==> src/rtl/key_conditioner_if.sv <==
// Key bus between raw buttons and the conditioner: raw active-low keys in,
// debounced level and single-cycle press/release pulses out.
interface key_conditioner_if #(
    parameter int NUM_KEYS = 4
);
    logic [NUM_KEYS-1:0] key_n;
    logic [NUM_KEYS-1:0] key_level;
    logic [NUM_KEYS-1:0] key_press;
    logic [NUM_KEYS-1:0] key_release;

    modport master (
        output key_n,
        input  key_level,
        input  key_press,
        input  key_release
    );

    modport slave (
        input  key_n,
        output key_level,
        output key_press,
        output key_release
    );
endinterface

==> src/rtl/key_conditioner.sv <==
// Push-button conditioner: per key a 2-FF synchronizer, a counter debounce and
// a four-state FSM producing a clean level plus one-cycle press/release pulses.
module key_chan #(
    parameter int DEBOUNCE_CYCLES = 500000,
    parameter int CNT_W           = 19
) (
    input  logic clk,
    input  logic rst,
    input  logic key_raw,
    output logic level,
    output logic press,
    output logic rls
);
    typedef enum logic [1:0] {
        IDLE         = 2'd0,
        PRESS_WAIT   = 2'd1,
        PRESSED      = 2'd2,
        RELEASE_WAIT = 2'd3
    } state_t;

    localparam logic [CNT_W-1:0] CNT_MAX = CNT_W'(DEBOUNCE_CYCLES - 1);
    localparam logic [CNT_W-1:0] CNT_ONE = CNT_W'(1);

    logic              s1, s2;
    logic              p;
    state_t            state, state_d;
    logic [CNT_W-1:0]  cnt, cnt_d;
    logic              level_d, press_d, rls_d;

    // Synchronizer resets to the released level so a held key is re-debounced.
    always_ff @(posedge clk) begin
        if (rst) begin
            s1 <= 1'b1;
            s2 <= 1'b1;
        end else begin
            s1 <= key_raw;
            s2 <= s1;
        end
    end

    assign p = ~s2;

    always_ff @(posedge clk) begin
        if (rst) begin
            state <= IDLE;
            cnt   <= '0;
            level <= 1'b0;
            press <= 1'b0;
            rls   <= 1'b0;
        end else begin
            state <= state_d;
            cnt   <= cnt_d;
            level <= level_d;
            press <= press_d;
            rls   <= rls_d;
        end
    end

    // Counter restarts on every transition, so it never passes CNT_MAX.
    always_comb begin
        state_d = state;
        cnt_d   = cnt;
        level_d = level;
        press_d = 1'b0;
        rls_d   = 1'b0;
        case (state)
            IDLE: begin
                if (p) begin
                    state_d = PRESS_WAIT;
                    cnt_d   = CNT_ONE;
                end else begin
                    cnt_d   = '0;
                end
            end
            PRESS_WAIT: begin
                if (!p) begin
                    state_d = IDLE;
                    cnt_d   = '0;
                end else if (cnt == CNT_MAX) begin
                    state_d = PRESSED;
                    cnt_d   = '0;
                    level_d = 1'b1;
                    press_d = 1'b1;
                end else begin
                    cnt_d   = cnt + CNT_ONE;
                end
            end
            PRESSED: begin
                if (!p) begin
                    state_d = RELEASE_WAIT;
                    cnt_d   = CNT_ONE;
                end else begin
                    cnt_d   = '0;
                end
            end
            RELEASE_WAIT: begin
                if (p) begin
                    state_d = PRESSED;
                    cnt_d   = '0;
                end else if (cnt == CNT_MAX) begin
                    state_d = IDLE;
                    cnt_d   = '0;
                    level_d = 1'b0;
                    rls_d   = 1'b1;
                end else begin
                    cnt_d   = cnt + CNT_ONE;
                end
            end
            default: begin
                state_d = IDLE;
                cnt_d   = '0;
                level_d = 1'b0;
            end
        endcase
    end
endmodule

module key_conditioner #(
    parameter int NUM_KEYS        = 4,
    parameter int DEBOUNCE_CYCLES = 500000,
    parameter int CNT_W           = 19
) (
    input  logic               clk,
    input  logic               rst,
    key_conditioner_if.slave   kif
);
    logic [NUM_KEYS-1:0] level, press, rls;

    // Channels share nothing but the clock and reset.
    for (genvar k = 0; k < NUM_KEYS; k++) begin : g_key
        key_chan #(
            .DEBOUNCE_CYCLES (DEBOUNCE_CYCLES),
            .CNT_W           (CNT_W)
        ) u_chan (
            .clk     (clk),
            .rst     (rst),
            .key_raw (kif.key_n[k]),
            .level   (level[k]),
            .press   (press[k]),
            .rls     (rls[k])
        );
    end

    assign kif.key_level   = level;
    assign kif.key_press   = press;
    assign kif.key_release = rls;
endmodule

==> src/flat_wrapper.sv <==
// flat-port wrapper written by rule: the top's interface ports become plain ports
module key_conditioner_flat 
#(
    parameter int NUM_KEYS        = 4,
    parameter int DEBOUNCE_CYCLES = 500000,
    parameter int CNT_W           = 19
)
  (clk, rst, kif_key_n, kif_key_level, kif_key_press, kif_key_release);
  key_conditioner_if #(.NUM_KEYS(NUM_KEYS)) kif_i ();
  input  logic clk;
  input  logic rst;
  input wire logic [$bits(kif_i.key_n)-1:0] kif_key_n;
  output wire logic [$bits(kif_i.key_level)-1:0] kif_key_level;
  output wire logic [$bits(kif_i.key_press)-1:0] kif_key_press;
  output wire logic [$bits(kif_i.key_release)-1:0] kif_key_release;
  assign kif_i.key_n = kif_key_n;
  assign kif_key_level = kif_i.key_level;
  assign kif_key_press = kif_i.key_press;
  assign kif_key_release = kif_i.key_release;
  key_conditioner #(.NUM_KEYS(NUM_KEYS), .DEBOUNCE_CYCLES(DEBOUNCE_CYCLES), .CNT_W(CNT_W)) u_core (.clk(clk), .rst(rst), .kif(kif_i));
endmodule
==> config.mk <==
export PLATFORM = sky130hd
export DESIGN_NAME = key_conditioner_flat
export DESIGN_NICKNAME = d
export VERILOG_FILES = /design/src/rtl/key_conditioner_if.sv /design/src/rtl/key_conditioner.sv /design/src/flat_wrapper.sv
export SDC_FILE = /design/constraint.sdc
export NUM_CORES = 1
export LEC_CHECK = 0
export CAP_MARGIN = 20
export CORE_ASPECT_RATIO = 1.25
export CORE_UTILIZATION = 42
export CTS_CLUSTER_DIAMETER = 40
export DETAILED_ROUTE_END_ITERATION = 6
export HOLD_SLACK_MARGIN = 0.03
export SLEW_MARGIN = 20
export SYNTH_ARGS = -nofsm -noshare
export SYNTH_HDL_FRONTEND = slang
export SYNTH_SLANG_ARGS = --single-unit
==> constraint.sdc <==
create_clock -name clk -period 5.95 [get_ports clk]
set_clock_uncertainty 0.15 [all_clocks]
set_input_delay 1.19 -clock clk [delete_from_list [all_inputs] [get_ports clk]]
set_output_delay 1.19 -clock clk [all_outputs]
set_load 0.02 [all_outputs]
==> Yosys cells after proc, flatten, opt, wreduce, memory -nomap -nowiden <==
Cells that the tools add are included.
{ "word_totals": {"output_inout_bits": 12, "elab_cells": 192, "in_bits": 6, "register_bits": 104} }
{ "classes": {"addsub": 4, "muxes": 76, "n_eq_ne": 48, "reduce_logical": 24, "bitwise_logic": 12} }
{ "op_table": {"columns": ["operator", "n"], "rows": [
  ["19-bit one-hot mux with 4 select lines", 4],
  ["19-bit two-way mux", 12],
  ["19-bit by 1-bit adder with 19-bit output, second input constant", 4],
  ["19-bit equality test, second input constant", 4],
  ["2-bit two-way mux", 24],
  ["2-bit != test, second input constant", 24],
  ["2-bit one-hot mux with 4 select lines", 4],
  ["1-bit two-way mux", 28],
  ["3-bit != test, second input constant", 8],
  ["3-bit OR reduction", 8],
  ["5-bit AND reduction", 4],
  ["2-bit equality test, second input constant", 8],
  ["4-bit AND reduction", 4],
  ["1-bit inverter", 12],
  ["2-bit by 1-bit equality test with 1-bit output, second input constant", 4],
  ["2-bit logical NOT", 4],
  ["1-bit one-hot mux with 2 select lines", 4],
  ["2-bit nonzero test", 4]
]} }

==> Depth between registers and ports, before layout <==
Gate-level depths: netlist (run 1).
{ "depth": {"depth_word": 4, "ltp_mapped": 7, "depth_no_buf": 5} }

==> Hierarchy <==
A second synthesis (run 1) with hierarchy kept.
{ "hier_totals": {"cells_unflattened": 510, "area_unflattened_um2": 4560.6} }
{ "by_module_without_submodules": {"columns": ["mod", "seq_area_each_um2", "area_per_inst_um2", "cells_each", "n_inst"], "rows": [
  ["key_chan (u_core.g_key[1].u_chan ...)", 520.5, 1119.8, 128, 2],
  ["key_chan (u_core.g_key[3].u_chan)", 520.5, 1176.1, 127, 1],
  ["key_chan (u_core.g_key[0].u_chan)", 520.5, 1144.8, 127, 1]
]} }

==> Least setup slack after synthesis (run 1) <==
Ideal clock, no wire load.
{ "synth_path": {"path_type": "input -> register", "start": "input port rst", "end": "register u_core.g_key[0].u_chan.cnt[10]", "path_stages": 7, "required_ps": 5683, "setup_time_ps": 117, "arrival_time_ps": 2245, "n_path_buf": 3, "path_slack_ps": 3438, "path_cell_list": "clkbuf_1 -> inv_1 -> nand3_1 -> a21o_1 -> clkbuf_1 -> buf_2 -> nor2_1"} }
{ "synth_rtl": {"columns": ["element", "line", "text"], "rows": [
  ["start, declared", "flat_wrapper.sv:11", "input logic rst;"],
  ["end signal, assigned", "key_conditioner.sv:52", "cnt <= cnt_d;"],
  ["end, declared", "key_conditioner.sv:27", "logic [CNT_W-1:0] cnt, cnt_d;"]
]} }

==> run metrics, run 1 <==
final cell count without fillers 654; final core occ 0.4778; Final HPWL DP 5779 µm; 1st-iter DRT viols 117; Worst Tran Pin Value around 0.9 ns; design area between 5000 and 6000 µm²; I/O Buffers 17; EDFF count, synth 0; CTS tree built; CP max stage cell clkdlybuf4s50_1; Hold-fix buffers, CTS 0; starting density of the core 0.4326; CP Max Fanout 29; leakage power 1.529 nW; clock slew seen by the registers of the worst setup and hold paths 0.07 ns; Die X roughly 96 µm; crit path cell chain clkdlybuf4s50_1 -> inv_1 -> nand3_1 -> a21o_1 -> nor2_1; Worst slew margin 0.4012; CP arrival ~3.2 ns; Die Ht 118.9 µm; synthesized flop and latch total 104; Clock Tree Buf Depth 2; routability congestion estimate between 0.7 and 0.8; Post-Synthesis Cells between 500 and 600; sequential share of the synthesized area 0.4534; Ports 18; core area 10,620 µm²; PnR worst setup slack 2.764 ns; GR Layer Usage met2 0.2589; grt total ovfl 0; Max-cap violations 0; syn_area_per_cell about 9 µm²; Routed WL 8333 µm; DRT Pass-1 Iters 4; status complete, no violations; global-route wire length before repair roughly 15,000 µm; WP data required 6.01 ns; met3 Use GR 0.03001; vias in the first global route 3,314; GRT Total Usage 0.1599; Tcrit/Tclk final 0.5355; area delta synth->final 10.46%; most common cell in the netlist dfxtp_1; net count after synthesis ~530; Warnings, synthesis 0; Final Hold Viols 0; Pins Over Slew Limit 0; Inst Count DP 638; Fillers 1,022; initial antenna violation count 0; most common flop cell mapped by yosys dfxtp_1; worst skew pair latency ~0.34 ns; std cell rows 42; Post-Syn Area 4592 µm²; WL/cell 12.74 µm; Setup Fix Bufs, Post-CTS 0; met1 GRT Util 0.1955; vias per cell 5.373; VDD IR max roughly 110 µV; die footprint about 11,000 µm²; final-report setup violation count 0; Largest delay share family, worst path buffers and inverters; slowest cell delay on critical path between 1 and 1.5 ns; layout cells sized above 1 0.06897; critical path startpoint category input port; DRC 0; endpoint type of the worst setup path flip-flop; dpl cell area 4757 µm²; unrepaired setup endpoints after global routing false; vias roughly 3,500; Antenna Nets Post-Route 0; area share of the leading cell type in the synthesized netlist 0.4534; Synth cell types 50; buffers and inverters on the worst path 2; Max Freq 313.8 MHz; shortest period the worst path allows about 3.2 ns; H-tree depth 3; pre-CTS setup slack 2.372 ns; synth top area cells dfxtp_1 (45%), nor2_1 (5.4%), xnor2_1 (5.1%); CTS buffer count 9; setup TNS 0 ns; Power Density 269.2 nW/µm²; busiest grt layer met2; largest net degree at the start of global routing 30; final hold slack 0.2566 ns; cell taking the most area after synthesis dfxtp_1; WS Path Type input port to flip-flop; ANT cells 0; TritonCTS Sinks about 100; Pwr Total 1.365 mW; Post-synth top cells dfxtp_1 (104), nor2_1 (66), nand3_1 (28); HP Class flip-flop to flip-flop; post-CTS sizing 0; Post-synth ARST share 0; nets around 530; root buffer cell clkbuf_16
## final timing paths
path | start | to | slack, ns | cells after the start
min reg2reg | u_core.g_key[2].u_chan.s1 | u_core.g_key[2].u_chan.s2 | 0.26 | 1
max reg2reg | u_core.g_key[2].u_chan.cnt[0] | u_core.g_key[2].u_chan.cnt[3] | 3.51 | 5
max | rst | u_core.g_key[0].u_chan.cnt[2] | 2.76 | 5
min | u_core.g_key[2].u_chan.s1 | u_core.g_key[2].u_chan.s2 | 0.26 | 1
## power breakdown
| part | switching (mW) | internal [mW] |
|---|---|---|
| clock network | 0.243 | 0.380 |
| logic | 0.0150 | 0.0167 |
| registers | 0.00665 | 0.704 |
## cell type report
| cell class | count | area, µm² | share of cell area |
|---|---|---|---|
| clock inverter | 3 | 65.06 | 0.01283 |
| tap | 132 | 165.2 | 0.03256 |
| timing repair buffer | 17 | 170.2 | 0.03355 |
| clock buffer | 13 | 250.2 | 0.04933 |
| sequential | 104 | 2082 | 0.4105 |
| inverter | 21 | 78.83 | 0.01554 |
| multi-input combinational | 364 | 2261 | 0.4457 |
## sequential cells by signal (all words and copies together), names as in the netlist, named ones only
register and flops:
u_core.g_key.u_chan.s1 4, u_core.g_key.u_chan.level 4, u_core.g_key.u_chan.rls 4, u_core.g_key.u_chan.cnt 76, u_core.g_key.u_chan.press 4, u_core.g_key.u_chan.s2 4
u_core.g_key.u_chan.state 4
## cells in the final DEF, fill, tap and decap left out, types with 6 or more instances in the layout
cell type | synthesis | layout
nand4_1 | 22 | 22
nor2_1 | 66 | 66
a21oi_1 | 24 | 24
and3_1 | 9 | 9
clkbuf_16 | 0 | 9
nor3_1 | 17 | 17
xor2_1 | 24 | 24
or4_1 | 6 | 6
o21ai_0 | 14 | 14
nor4_1 | 7 | 7
dfxtp_1 | 104 | 104
xnor2_1 | 27 | 27
clkdlybuf4s50_1 | 0 | 17
inv_1 | 21 | 21
nand3_1 | 28 | 28
nand2_1 | 22 | 22
a21o_1 | 7 | 7
or3_1 | 15 | 15
or2_2 | 15 | 15
## cells by family after synthesis
logic type	Yosys count	synth area share
buf+inv	49	0.05422
flops	104	0.4534
fa+ha+maj	4	0.01090
compound gates	70	0.09674
xor+xnor	51	0.09728
simple gates	239	0.2875
## worst reg2reg max path, delay by kind of cell, from the launching register on
kind                     cells  cell delay [ns]
adder cells (fa/ha/maj)      1             0.36
AO/OA/AOI/OAI                1             0.67
AND/OR/NAND/NOR              3             0.68
flip-flops                   1             0.44
## per-layer routing
metal | routed length, µm | vias to the layer above
li1 | - | 1817
met1 | 3994 | 1639
met2 | 3850 | 44
met3 | 257 | 14
met4 | 230 | 0
met5 | 0 | -
(Power assumes the default switching activity.)
==> run 2: changes to the inputs <==
Clock period 5.95 ns to 3.24 ns, I/O delays scaled along.
==> run 2 against run 1 <==
Net effect:
- hold slack better by 0.00090 ns
- global-route usage is 0.13 points higher
- combinational power is 89% higher
- routed wire length is 0.64% higher
==> run metrics, run 2 (synthesis gave the netlist of run 1 again) <==
TritonCTS Sinks 104 (unchanged); Ports 18 (unchanged); final-report setup violation count 0 (unchanged); 1st-iter DRT viols 107 (-8.5%); Worst slew margin 0.4698 (+0.06854); layout cells sized above 1 0.07634 (+0.007370); Worst Tran Pin Value 0.7930 ns (-0.1023 ns); endpoint type of the worst setup path flip-flop; Pins Over Slew Limit 0 (unchanged); CP Max Fanout 18 (-38%); WP data required 3.29 ns (-2.72 ns); die footprint 11,360 µm² (unchanged); number of flip-flops in the largest register 76 (unchanged); CP max stage cell o211ai_2; Pwr Total 2.443 mW (+79%); Tcrit/Tclk final 0.7554; post-CTS sizing 0 (unchanged); initial antenna violation count 0 (unchanged); leakage power 1.533 nW (+0.26%); root buffer cell clkbuf_16; ANT cells 0 (unchanged); WS Path Type flip-flop to flip-flop; CTS buffer count 9 (unchanged); commonest non-fill, non-tap cell in the layout dfxtp_1; HP Class flip-flop to flip-flop; Top reg by flops u_core.g_key.u_chan.cnt; starting density of the core 0.4326 (unchanged); global-route wire length before repair 14,520 µm (unchanged); status complete, no violations; std cell rows 42 (unchanged); DRT Pass-1 Iters 4 (unchanged); routability congestion estimate 0.7750 (-1.2%); shortest period the worst path allows 2.447 ns; slowest cell delay on critical path 0.69 ns (-0.37 ns); Max-cap violations 0 (unchanged); Power Density 481.1 nW/µm² (+79%); critical path startpoint category flip-flop; Clock Tree Buf Depth 2 (unchanged); GRT Total Usage 0.1612 (+0.001300); core area 10,620 µm² (unchanged); vias per cell 5.300 (-1.4%); vias 3,477 (-1.1%); clock slew seen by the registers of the worst setup and hold paths 0.07 ns (about the same); Setup Fix Bufs, Post-CTS 0 (unchanged); H-tree depth 3 (unchanged); crit path cell chain ha_1 -> nor4b_1 -> nand3_1 -> o211ai_2 -> nor2_1; I/O Buffers 17 (unchanged); Die X 95.52 µm (unchanged); setup TNS 0 ns (unchanged); largest net degree at the start of global routing 19 (-37%); WL/cell 12.78 µm (+0.33%); unrepaired setup endpoints after global routing false; reg-to-reg slack, setup 0.79 ns (-2.72 ns); Final Hold Viols 0 (unchanged); Antenna Nets Post-Route 0 (unchanged); Hold-fix buffers, CTS 0 (unchanged); final cell count without fillers 656 (+0.31%); Die Ht 118.9 µm (unchanged); grt total ovfl 0 (unchanged); DRC 0 (unchanged); Final HPWL DP 5851 µm (+1.2%); nets 529 (+0.38%); CTS tree built; commonest non-fill, non-tap cells in the layout dfxtp_1 (104), nor2_1 (66), nand3_1 (28), xnor2_1 (27); worst skew pair latency 0.34 ns (about the same); Inst Count DP 640 (+0.31%); Routed WL 8386 µm (+0.64%); CP arrival 2.49 ns (-0.75 ns); vias in the first global route 3,233 (-2.4%); VDD IR max 257.1 µV (+140%); Max Freq about 400 MHz; area delta synth->final 10.57% (about the same)
-- run 2: changes by cell type in the layout (fill, tap and decap cells not counted), sizes merged --
cell | before | now
clkinvlp | 0 | 1
clkinv | 1 | 0
bufinv | 2 | 0
clkbuf | 13 | 15
buf | 0 | 2
-- run 2: path summary, 6_finish.rpt --
kind | cells past startpoint | to | start
setup reg to reg | 5 | u_core.g_key[2].u_chan.cnt[7] | u_core.g_key[2].u_chan.cnt[0]
hold / removal | 1 | u_core.g_key[3].u_chan.s2 | u_core.g_key[3].u_chan.s1
hold reg to reg | 1 | u_core.g_key[3].u_chan.s2 | u_core.g_key[3].u_chan.s1
setup / recovery | 5 | u_core.g_key[2].u_chan.cnt[7] | u_core.g_key[2].u_chan.cnt[0]
-- run 2: critical path, delay by kind of cell (launching register included) --
family / cells / cell delay (ns)
fa+ha+maj: 1 / 0.35
flops: 1 / 0.43
compound gates: 1 / 0.69
simple gates: 3 / 0.68
-- run 2: through the flow --
| stage | setup WS (ns) | instance area, µm² | util | hold WS (ns) |
|---|---|---|---|---|
| 3_3_place_gp | 0.6838 | 4772 | 0.4496 | 0.2447 |
| 5_1_grt | 0.5767 | 5077 | 0.4783 | 0.2714 |
| 4_1_cts | 0.7829 | 5077 | 0.4783 | 0.2596 |
| 2_1_floorplan | 1.199 | 4592 | - | 0.2395 |
| 6_report | 0.7926 | 5077 | 0.4783 | 0.2575 |
| 3_5_place_dp | 0.5871 | 4772 | 0.4496 | 0.2436 |
-- run 2: final cells by class --
cell class	count	area, µm²
Clock buffer	15	297.8
Clock inverter	1	7.507
Fill cell	1023	5538
Inverter	21	78.83
Multi-Input combinational cell	364	2261
Sequential cell	104	2082
Tap cell	132	165.2
Timing Repair Buffer	19	185.2
-- run 2: power by group --
part           switching, mW  internal (mW)
Clock                  0.452          0.627
Sequential            0.0116           1.29
Combinational         0.0277         0.0322
Total                  0.492           1.95
-- run 2: layer usage --
metal / track usage / part of all wire
met4: 0.06530 / 0.019
met2: 0.2563 / 0.47
met5: 0 / 0
met3: 0.03640 / 0.023
met1: 0.2087 / 0.48
